[config.mk]
export PLATFORM = sky130hd
export DESIGN_NAME = shift_add_mul
export DESIGN_NICKNAME = d
export VERILOG_FILES = /design/src/rtl/mul_pkg.sv /design/src/rtl/pp_gate.sv /design/src/rtl/shift_add_mul.sv
export SDC_FILE = /design/constraint.sdc
export NUM_CORES = 1
export LEC_CHECK = 0
export CAP_MARGIN = 20
export CORE_ASPECT_RATIO = 1.5
export CORE_MARGIN = 2
export CORE_UTILIZATION = 51
export DETAILED_ROUTE_END_ITERATION = 7
export PLACE_DENSITY = 0.73
export SETUP_SLACK_MARGIN = 0.15
export SYNTH_ARGS = -nofsm -noshare
export SYNTH_HDL_FRONTEND = slang
export SYNTH_SLANG_ARGS = --single-unit
[constraint.sdc]
create_clock -name clk -period 5.61 [get_ports clk]
set_input_delay 1.122 -clock clk [delete_from_list [all_inputs] [get_ports clk]]
set_output_delay 1.122 -clock clk [all_outputs]
set_load 0.02 [all_outputs]
[src/rtl/mul_pkg.sv]
// Shared definitions for the shift_add_mul multiplier: FSM state type and
// default operand width.
package mul_pkg;

    localparam int WIDTH_DEF = 32;

    typedef enum logic [1:0] {
        IDLE = 2'd0,
        RUN  = 2'd1,
        DONE = 2'd2
    } state_t;

endpackage

[src/rtl/pp_gate.sv]
// Partial-product gate: passes a vector through when the select bit is set,
// otherwise yields zero.
module pp_gate #(
    parameter int WIDTH = 32
) (
    input  logic [WIDTH-1:0] vec,
    input  logic             sel,
    output logic [WIDTH-1:0] gated
);

    assign gated = vec & {WIDTH{sel}};

endmodule

[src/rtl/shift_add_mul.sv]
// Iterative unsigned shift-and-add multiplier with busy/done handshake.
// One partial product is accumulated per RUN cycle; the product stays on
// the output until the next accepted start clears the accumulator.
// Optional macro SHIFT_ADD_MUL_EARLY_TERM_EN: leave RUN as soon as no set
// multiplier bits remain, so short multipliers finish early.
module shift_add_mul
    import mul_pkg::*;
#(
    parameter int WIDTH = WIDTH_DEF
) (
    input  logic                 clk,
    input  logic                 rst,
    input  logic                 start,
    input  logic [WIDTH-1:0]     a,
    input  logic [WIDTH-1:0]     b,
    output logic                 busy,
    output logic                 done,
    output logic [2*WIDTH-1:0]   product
);

    localparam int COUNT_W = $clog2(WIDTH);

    state_t               state;
    logic [2*WIDTH-1:0]   mcand;
    logic [2*WIDTH-1:0]   acc;
    logic [2*WIDTH-1:0]   pp;
    logic [WIDTH-1:0]     mplier;
    logic [COUNT_W-1:0]   count;
    logic                 last;

    pp_gate #(.WIDTH(WIDTH)) u_pp_lo (
        .vec   (mcand[WIDTH-1:0]),
        .sel   (mplier[0]),
        .gated (pp[WIDTH-1:0])
    );

    pp_gate #(.WIDTH(WIDTH)) u_pp_hi (
        .vec   (mcand[2*WIDTH-1:WIDTH]),
        .sel   (mplier[0]),
        .gated (pp[2*WIDTH-1:WIDTH])
    );

`ifdef SHIFT_ADD_MUL_EARLY_TERM_EN
    // Finish after the last bit, or once the shifted-out multiplier is empty.
    assign last = (count == COUNT_W'(WIDTH - 1)) || (mplier[WIDTH-1:1] == '0);
`else
    // Fixed latency: every multiplier bit gets its own cycle.
    assign last = (count == COUNT_W'(WIDTH - 1));
`endif

    // FSM and datapath: latch operands on start, accumulate/shift in RUN.
    always_ff @(posedge clk or posedge rst) begin
        if (rst) begin
            state  <= IDLE;
            mcand  <= '0;
            mplier <= '0;
            acc    <= '0;
            count  <= '0;
        end else begin
            unique case (state)
                IDLE: begin
                    if (start) begin
                        mcand  <= {{WIDTH{1'b0}}, a};
                        mplier <= b;
                        acc    <= '0;
                        count  <= '0;
                        state  <= RUN;
                    end
                end
                RUN: begin
                    acc    <= acc + pp;
                    mcand  <= mcand << 1;
                    mplier <= mplier >> 1;
                    count  <= count + 1'b1;
                    if (last) begin
                        state <= DONE;
                    end
                end
                DONE: begin
                    state <= IDLE;
                end
                default: begin
                    state <= IDLE;
                end
            endcase
        end
    end

    assign busy    = (state != IDLE);
    assign done    = (state == DONE);
    assign product = acc;

endmodule

==> run metrics, run 1 <==
DRC viols 0; WL/cell between 15 and 20 µm; CP dominant cell by count or3_1; Worst path slowest cell dfrtp_1; hold path start mplier[11]; GPL Wtd Cong ~0.93; Clock power frac 0.177; status completed; worst-path fanout max between 40 and 50; Critical Path Sink Type flop; Core Footprint around 0.02 mm²; Slew Limit Fails 0; I/O pins 133; Synth top area share 0.392; PostCTS Resize Cnt 0; static leakage 5.70 nW; initial antenna violation count 0; Sinks on Clock Net approximately 170; Buffers & Inverters on Critical Path 1; Post-Syn Area between 0.01 and 0.015 mm²; cts bufs inserted 17; Synth Register Bits 167; placed instance area 0.0121 mm²; reg2reg end product[60]; WP data required 5940 ps; drt initial violations roughly 580; Root Driver clkbuf_16; final setup violation count 0; post-layout min period approximately 4200 ps; r2r worst-path depth 14; DIE AREA 0.0221 mm²; largest net degree at the start of global routing around 90; count leader, synth nand2_1; combinational share of power 0.492; CP startpoint kind flop; CP peak stage delay 730 ps; Main synth FF type dfrtp_1; DR vias/cell between 5 and 6; nets 1423; # rows between 60 and 70; max-cap violations 0; post-synthesis sequential area ratio 0.392; Final Skew 14.3 ps; postcts setup bufs 0; PD cells 521 mW/mm²; Post-synth EDFFs 0; setup_tns 0 ps; worst skew pair latency 450 ps; Total GRT Usage 0.259; CTS clock-pin slew for the worst setup and hold paths roughly 70 ps; Hold-fix buffers, CTS 0; fraction of registers with async set/reset 1.00; path type of the worst setup path flop to flop; Pre-Repair DR Iteration Count 5; hold depth 2; antenna-violating nets left 0; Worst-Margin Slew between 1000 and 1500 ps; Int Pwr 3.76 mW; Syn Area/Cell just under 9 µm²; slew margin rel. 0.271; Final Hold Vio Count 0; top cells by area, synth dfrtp_1 39%, ha_1 7.6%, o21ai_0 6.8%, nand2_1 6.0%, a21oi_1 4.7%; unrepaired setup endpoints after global routing false; sequential power share 0.331; fin crit share 0.748; delay-heaviest family, CP simple AND/OR/NAND/NOR gates; Synth cell types 66; design area between 0.01 and 0.015 mm²; FF-to-FF setup slack 1410 ps; Peak Freq approximately 0.24 GHz; Net Sw Frac 0.432; H-tree levels 4; Synth-to-Final Area Change 19.2%; Ant. Diodes 0; NetSw 2.87 mW; Hold Path Sink mplier[11]; CTS tree yes; number of global-route vias before repair ~9400; Buffers on Ports between 100 and 150; initial core utilization 0.521; most frequent cells after synthesis 170 x nand2_1, 167 x dfrtp_1, 146 x o21ai_0; RR Startpoint mplier[0]; Syn Nets about 1300; Mapped Cells 1214; first-pass GRT wire length 46100 µm; Die Y ~180 µm; vias just over 9000; final wirelength around 27000 µm; Worst EP arrival roughly 4500 ps; grt total ovfl 0; Hold Path Class flop to flop; share of cells above drive strength 1 0.0560; crit-path cells buf_4, and2_1, ha_1, nand4_1, or3_1, nor3_1, a32oi_1, o211ai_1, a21oi_1, o21ai_1, a31oi_2, o31ai_1, nor4_1, or3_1; Clock Tree Buf Depth 2; post-DP HPWL 19500 µm; peak supply drop 0.290 mV; Chip Width 122 µm; synthesis warning total 0; area leader, netlist dfrtp_1
flip-flops by register name, indices dropped and copies added (netlist names):
register  count
count         5
mcand        64
mplier       32
product      64
state         2
power groups by stage:
stage | clock network [mW] | logic (mW) | registers [mW]
CTS | 1.19 | 3.27 | 2.20
finish | 1.17 | 3.26 | 2.20
floorplan | 0 | 2.01 | 2.31
global route | 1.24 | 3.62 | 2.27
global placement | 0 | 3.19 | 2.20
detailed placement | 0 | 3.26 | 2.21
placed cells by master (no fill, tap or decap), drive strengths merged, types with 4 or more instances in the layout:
cell,count
a41oi,6
inv,32
xnor2,26
a211oi,4
o31ai,4
clkbuf,19
nor3,9
clkinv,5
and3,4
o21a,4
a22o,40
and3b,31
clkdlybuf4s50,132
a22oi,33
nand2,170
a21o,30
nor2b,7
o21bai,10
nand4,18
o21ai,160
o211ai,5
a21oi,103
xor2,31
and2,65
nor2,31
nand3,14
dfrtp,167
buf,12
ha,65
a31o,4
a31oi,11
worst max path at each step:
| stage | from | endpoint | slack, ps | cells past startpoint |
|---|---|---|---|---|
| global placement | mplier[0] | product[60] | 1590 | 14 |
| finish | mplier[0] | product[60] | 1410 | 14 |
| CTS | mplier[0] | product[60] | 1380 | 14 |
| floorplan | mplier[0] | product[54] | 2220 | 15 |
| global route | mplier[0] | product[60] | 970 | 14 |
| detailed placement | mplier[0] | product[60] | 1460 | 14 |
stage by stage:
step	instances	worst slack, ps	total power, mW	hold slack, ps	utilization
after global placement	1534	1590	5.39	462	0.591
after detailed placement	1535	1460	5.47	471	0.592
final	1567	1410	6.63	486	0.621
after floorplan	1214	2220	4.33	450	-
after CTS	1567	1380	6.66	486	0.621
after global routing	1567	965	7.13	506	0.621
kinds of logic after synthesis:
| logic type | share of synthesized area |
|---|---|
| xor gates and xnor gates | 0.0468 |
| muxes | 0.000938 |
| AOI/OAI and AO/OA | 0.264 |
| adders and majority gates | 0.0781 |
| DFF | 0.392 |
| buffers and inverters | 0.0422 |
| and+or+nand+nor | 0.177 |
worst reg2reg max path, stage by stage (launching register included):
cell and delay [ps]:
dfrtp_1 730, buf_4 470, and2_1 210, ha_1 270, nand4_1 170, or3_1 420, nor3_1 290, a32oi_1 90
o211ai_1 130, a21oi_1 90, o21ai_1 190, a31oi_2 210, o31ai_1 390, nor4_1 80, or3_1 340
final cells by class:
class                   count  area, µm²
fillers                  1858       7780
repair buffers            144       1460
multi-input cells         933       6070
flip-flops and latches    167       4180
clock inverters            13        136
well taps                 264        330
clock buffers              19        443
inverters                  27        105
per-layer routing:
| metal | global-route usage | vias up | wire [µm] |
|---|---|---|---|
| li1 | - | 4516 | - |
| met1 | 0.315 | 4421 | 11500 |
| met2 | 0.454 | 202 | 14100 |
| met3 | 0.0417 | 53 | 926 |
| met4 | 0.0979 | 0 | 789 |
| met5 | 0 | - | 0 |
Note: power is estimated with default switching activity, not from simulation.
==> run 2: changes to the inputs <==
Settings changed: CORE_UTILIZATION 51 to 57, PLACE_DENSITY 0.73 to 0.78.
Clock period 5.61 ns to 4.1 ns, I/O delays scaled along.
==> run metrics, run 2 (synthesis results as in run 1) <==
WL/cell 17.5 µm (was 17.4 µm); Final Skew 11.0 ps (was 14.3 ps); PD cells 723 mW/mm² (was 521 mW/mm²); Pre-Repair DR Iteration Count 5 (unchanged); Core Footprint 0.0185 mm² (was 0.0205 mm²); peak supply drop 0.347 mV (was 0.290 mV); drt initial violations 510 (was 575); Sinks on Clock Net 167 (unchanged); Worst EP arrival 4150 ps (was 4520 ps); Pwr Total 9.26 mW (was 6.63 mW); antenna-violating nets left 0 (unchanged); cts bufs inserted 17 (unchanged); path type of the worst setup path flop to flop (unchanged); Net Sw Frac 0.426 (was 0.432); post-layout min period 3770 ps (was 4200 ps); static leakage 5.75 nW (was 5.70 nW); post-DP HPWL 19900 µm (was 19500 µm); Chip Width 116 µm (was 122 µm); Non-Filler Instances 1562 (was 1567); # placed instances 1530 (was 1535); hold depth 2 (unchanged); sequential power share 0.323 (was 0.331); Hold Path Class flop to flop (unchanged); Ant. Diodes 0 (unchanged); combinational share of power 0.486 (was 0.492); DR vias/cell 6.00 (was 5.87); setup_tns 0 ps (unchanged); GPL Wtd Cong 0.930 (was 0.929); unrepaired setup endpoints after global routing true (was false); CTS clock-pin slew for the worst setup and hold paths 70 ps (about the same); number of global-route vias before repair 9262 (was 9359); final wirelength 27400 µm (was 27300 µm); most common cell after layout, fill and taps aside nand2_1 (unchanged); Total GRT Usage 0.288 (was 0.259); Buffers on Ports 132 (unchanged); hold path start mplier[13] (was mplier[11]); initial core utilization 0.578 (was 0.521); H-tree levels 4 (unchanged); initial antenna violation count 0 (unchanged); Clock Tree Buf Depth 2 (unchanged); RR Startpoint mplier[0] (unchanged); Slew Limit Fails 0 (unchanged); Worst-Margin Slew 784 ps (was 1090 ps); WP data required 4480 ps (was 5940 ps); largest net degree at the start of global routing 76 (was 92); Int Pwr 5.32 mW (was 3.76 mW); reg2reg end product[63] (was product[60]); final setup violation count 0 (unchanged); # rows 61 (was 64); Final Hold Vio Count 0 (unchanged); worst-path fanout max 37 (was 44); status completed (unchanged); FF-to-FF setup slack 330 ps (was 1410 ps); slew margin rel. 0.478 (was 0.271); Hold Path Sink mplier[13] (was mplier[11]); DIE AREA 0.0199 mm² (was 0.0221 mm²); Root Driver clkbuf_16 (unchanged); vias 9379 (was 9192); CP startpoint kind flop (unchanged); I/O pins 133 (unchanged); Die Y 172 µm (was 181 µm); Clock power frac 0.192 (was 0.177); worst skew pair latency 440 ps (was 450 ps); NetSw 3.94 mW (was 2.87 mW); share of cells above drive strength 1 0.0634 (was 0.0560); CTS tree yes (unchanged); Critical Path Sink Type flop (unchanged); grt total ovfl 0 (unchanged); DRC viols 0 (unchanged); most frequent cells in the layout 170 x nand2_1, 165 x dfrtp_1, 146 x o21ai_0, 132 x clkdlybuf4s50_1, 100 x a21oi_1 (unchanged); max-cap violations 0 (unchanged); first-pass GRT wire length 45600 µm (was 46100 µm); Synth-to-Final Area Change 20.0% (was 19.2%); r2r worst-path depth 12 (was 14); fin crit share 0.919 (was 0.748); nets 1430 (was 1423); Peak Freq 0.265 GHz (was 0.238 GHz)
run 2: repair_timing:
item	CTS	global route
gates resized for setup	0	3
hold buffers	0	0
setup endpoints to repair	0	4
buffers inserted	0	0
run 2: through the flow:
step	setup WS (ps)	hold WS [ps]	instance area (µm²)	utilization
6_report	333	484	12800	0.693
3_5_place_dp	349	470	12100	0.658
4_1_cts	331	486	12800	0.692
3_3_place_gp	336	461	12100	0.658
2_1_floorplan	705	450	10700	-
5_1_grt	130	514	12800	0.693
run 2: how the worst max path moves through the flow:
stage,startpoint,endpoint,slack (ps),cells past startpoint
after floorplan,mplier[0],product[54],710,15
after global placement,mplier[0],product[63],340,14
after detailed placement,mplier[0],product[63],350,14
after CTS,mplier[0],product[63],330,14
after global routing,mplier[0],product[63],130,12
final,mplier[0],product[63],330,12
run 2: layout make-up:
type	count	area [µm²]
inverters	27	105
clock buffers	17	425
multi-input cells	933	6080
fillers	1523	5670
well taps	252	315
repair buffers	151	1480
flip-flops and latches	167	4180
clock inverters	15	218
run 2: critical path: stages, from the launching register on:
cell	delay [ps]
dfrtp_1	430
buf_6	210
and2_1	170
ha_1	420
nand2_1	170
nor4_2	480
nand2_1	190
o311ai_4	430
a21oi_2	160
o21ai_2	250
a31oi_1	180
or4_1	520
nand3_1	90
run 2: power groups by stage:
stage,sequential (mW),combinational [mW],clock (mW)
4_1_cts,2.99,4.50,1.79
6_report,2.99,4.50,1.77
5_1_grt,3.08,4.98,1.87
2_1_floorplan,3.17,2.75,0
3_5_place_dp,3.00,4.48,0
3_3_place_gp,3.00,4.39,0
run 2: per-layer routing:
metal  track usage  part of all wire  vias up
met5             0                 0        -
met4         0.118             0.034        0
met3        0.0395             0.033       67
met2         0.506              0.52      239
met1         0.352              0.42     4534
li1              -                 -     4539
==> run 3: changes to the inputs <==
Settings changed: CORE_UTILIZATION 57 to 35, PLACE_DENSITY 0.78 to 0.51.
Clock period 4.1 ns to 3.5 ns, I/O delays scaled along.
==> run metrics, run 3 (synthesis results as in run 1) <==
status completed (unchanged); number of global-route vias before repair 9577 (was 9262); post-DP HPWL 22800 µm (was 19900 µm); Final Core Density 0.469 (was 0.693); first-pass GRT wire length 50800 µm (was 45600 µm); FILL cells 2953 (was 1523); worst-path fanout max 18 (was 37); static leakage 6.33 nW (was 5.75 nW); share of cells above drive strength 1 0.165 (was 0.0634); max-cap violations 0 (unchanged); GPL Wtd Cong 0.881 (was 0.930); PD cells 823 mW/mm² (was 723 mW/mm²); WP data required 3890 ps (was 4480 ps); vias 9566 (was 9379); DR vias/cell 5.28 (was 6.00); cts bufs inserted 17 (unchanged); initial core utilization 0.354 (was 0.578); slew margin rel. 0.480 (was 0.478); drt initial violations 368 (was 510); Critical Path Sink Type flop (unchanged); setup_tns 0 ps (unchanged); H-tree levels 4 (unchanged); Total GRT Usage 0.199 (was 0.288); # rows 78 (was 61); CTS tree yes (unchanged); worst skew pair latency 450 ps (was 440 ps); Clock Tree Buf Depth 2 (unchanged); Ant. Diodes 0 (unchanged); crit-path cells buf_12, and2_1, ha_4, o21ai_1, o211ai_1, a21oi_1, a211oi_2, nand4_1, o311ai_4, a21oi_2, o21ai_2, a31oi_4, or4_1, nand3_1 (was buf_6, and2_1, ha_1, nand2_1, nor4_2, nand2_1, o311ai_4, a21oi_2, o21ai_2, a31oi_1, or4_1, nand3_1); Chip Width 147 µm (was 116 µm); Synth-to-Final Area Change 32.5% (was 20.0%); CTS clock-pin slew for the worst setup and hold paths 70 ps (about the same); Sinks on Clock Net 167 (unchanged); most frequent cells in the layout 170 x nand2_1, 164 x dfrtp_1, 135 x o21ai_0, 132 x clkdlybuf4s50_1, 116 x buf_4 (was 170 x nand2_1, 165 x dfrtp_1, 146 x o21ai_0, 132 x clkdlybuf4s50_1, 100 x a21oi_1); Hold Path Class flop to flop (unchanged); CP peak stage delay 520 ps (about the same); Buffers on Ports 132 (unchanged); path type of the worst setup path flop to flop (unchanged); antenna-violating nets left 0 (unchanged); Final Skew 10.2 ps (was 11.0 ps); Buffers & Inverters on Critical Path 1 (unchanged); fin crit share 0.960 (was 0.919); DIE AREA 0.0319 mm² (was 0.0199 mm²); DRC viols 0 (unchanged); Slew Limit Fails 0 (unchanged); Pwr Total 11.6 mW (was 9.26 mW); unrepaired setup endpoints after global routing true (unchanged); Worst path slowest cell or4_1 (unchanged); CP startpoint kind flop (unchanged); Worst EP arrival 3750 ps (was 4150 ps); initial antenna violation count 0 (unchanged); final setup violation count 0 (unchanged); largest net degree at the start of global routing 91 (was 76); Final Hold Vio Count 0 (unchanged); Worst-Margin Slew 779 ps (was 784 ps); post-layout min period 3360 ps (was 3770 ps); peak supply drop 0.347 mV (about the same); delay-heaviest family, CP compound AO/OA/AOI/OAI gates (was simple AND/OR/NAND/NOR gates); nets 1535 (was 1430); Root Driver clkbuf_16 (unchanged); Die Y 218 µm (was 172 µm); final wirelength 31700 µm (was 27400 µm); Pre-Repair DR Iteration Count 6 (was 5); Peak Freq 0.297 GHz (was 0.265 GHz); most common cell after layout, fill and taps aside nand2_1 (unchanged); I/O pins 133 (unchanged); grt total ovfl 0 (unchanged); Hold Slack 482 ps (was 484 ps); WL/cell 17.5 µm (about the same); Core Footprint 0.0302 mm² (was 0.0185 mm²)
[run 3: power breakdown]
group / leakage [nW] / switching [mW] / internal [mW] / total [mW]
Clock: 0.275 / 0.834 / 1.01 / 1.84
Sequential: 2.13 / 0.821 / 2.76 / 3.58
Combinational: 3.92 / 3.27 / 2.95 / 6.22
Total: 6.33 / 4.93 / 6.71 / 11.6
[run 3: through the flow]
stage | std cells | area (µm²) | setup slack [ps]
after global placement | 1770 | 13100 | -25.4
after global routing | 1813 | 14100 | -30.1
after CTS | 1801 | 13800 | 56.9
after detailed placement | 1770 | 13100 | -113
after floorplan | 1214 | 10700 | 215
final | 1813 | 14100 | 139
[run 3: timing repair]
item | in CTS | in global routing
resized for setup | 25 | 51
setup buffers | 1 | 11
pin swaps | 13 | 20
endpoints found under the setup margin | 18 | 22
cloned | 0 | 1
hold buffers | 0 | 0
[run 3: final timing paths]
path                            start     endpoint  slack (ps)  cells past startpoint
setup / recovery            mplier[0]  product[63]         140                     14
hold / removal             mplier[21]   mplier[21]         480                      2
setup reg to reg            mplier[0]  product[63]         140                     14
hold reg to reg            mplier[21]   mplier[21]         480                      2
max in group asynchronous         rst  product[36]        2070                      3
min in group asynchronous         rst    mplier[5]         750                      2
[run 3: area by class of cell]
class | instances | area [µm²] | share of cell area
clock buffers | 19 | 453 | 0.0320
clock inverters | 11 | 101 | 0.00716
inverters | 27 | 105 | 0.00743
multi-input cells | 933 | 6450 | 0.456
flip-flops and latches | 167 | 4190 | 0.296
well taps | 400 | 500 | 0.0354
repair buffers | 256 | 2350 | 0.166
[run 3: worst min-delay path, delay by kind of cell (launching register included)]
kind	cells	cell delay (ps)
flops	1	350
compound gates	1	60
simple gates	1	50
[run 3: routing by layer]
layer / vias up / track usage / part of all wire
li1: 4744 / - / -
met1: 4626 / 0.241 / 0.42
met2: 157 / 0.358 / 0.53
met3: 39 / 0.0289 / 0.025
met4: 0 / 0.0706 / 0.022
met5: - / 0 / 0
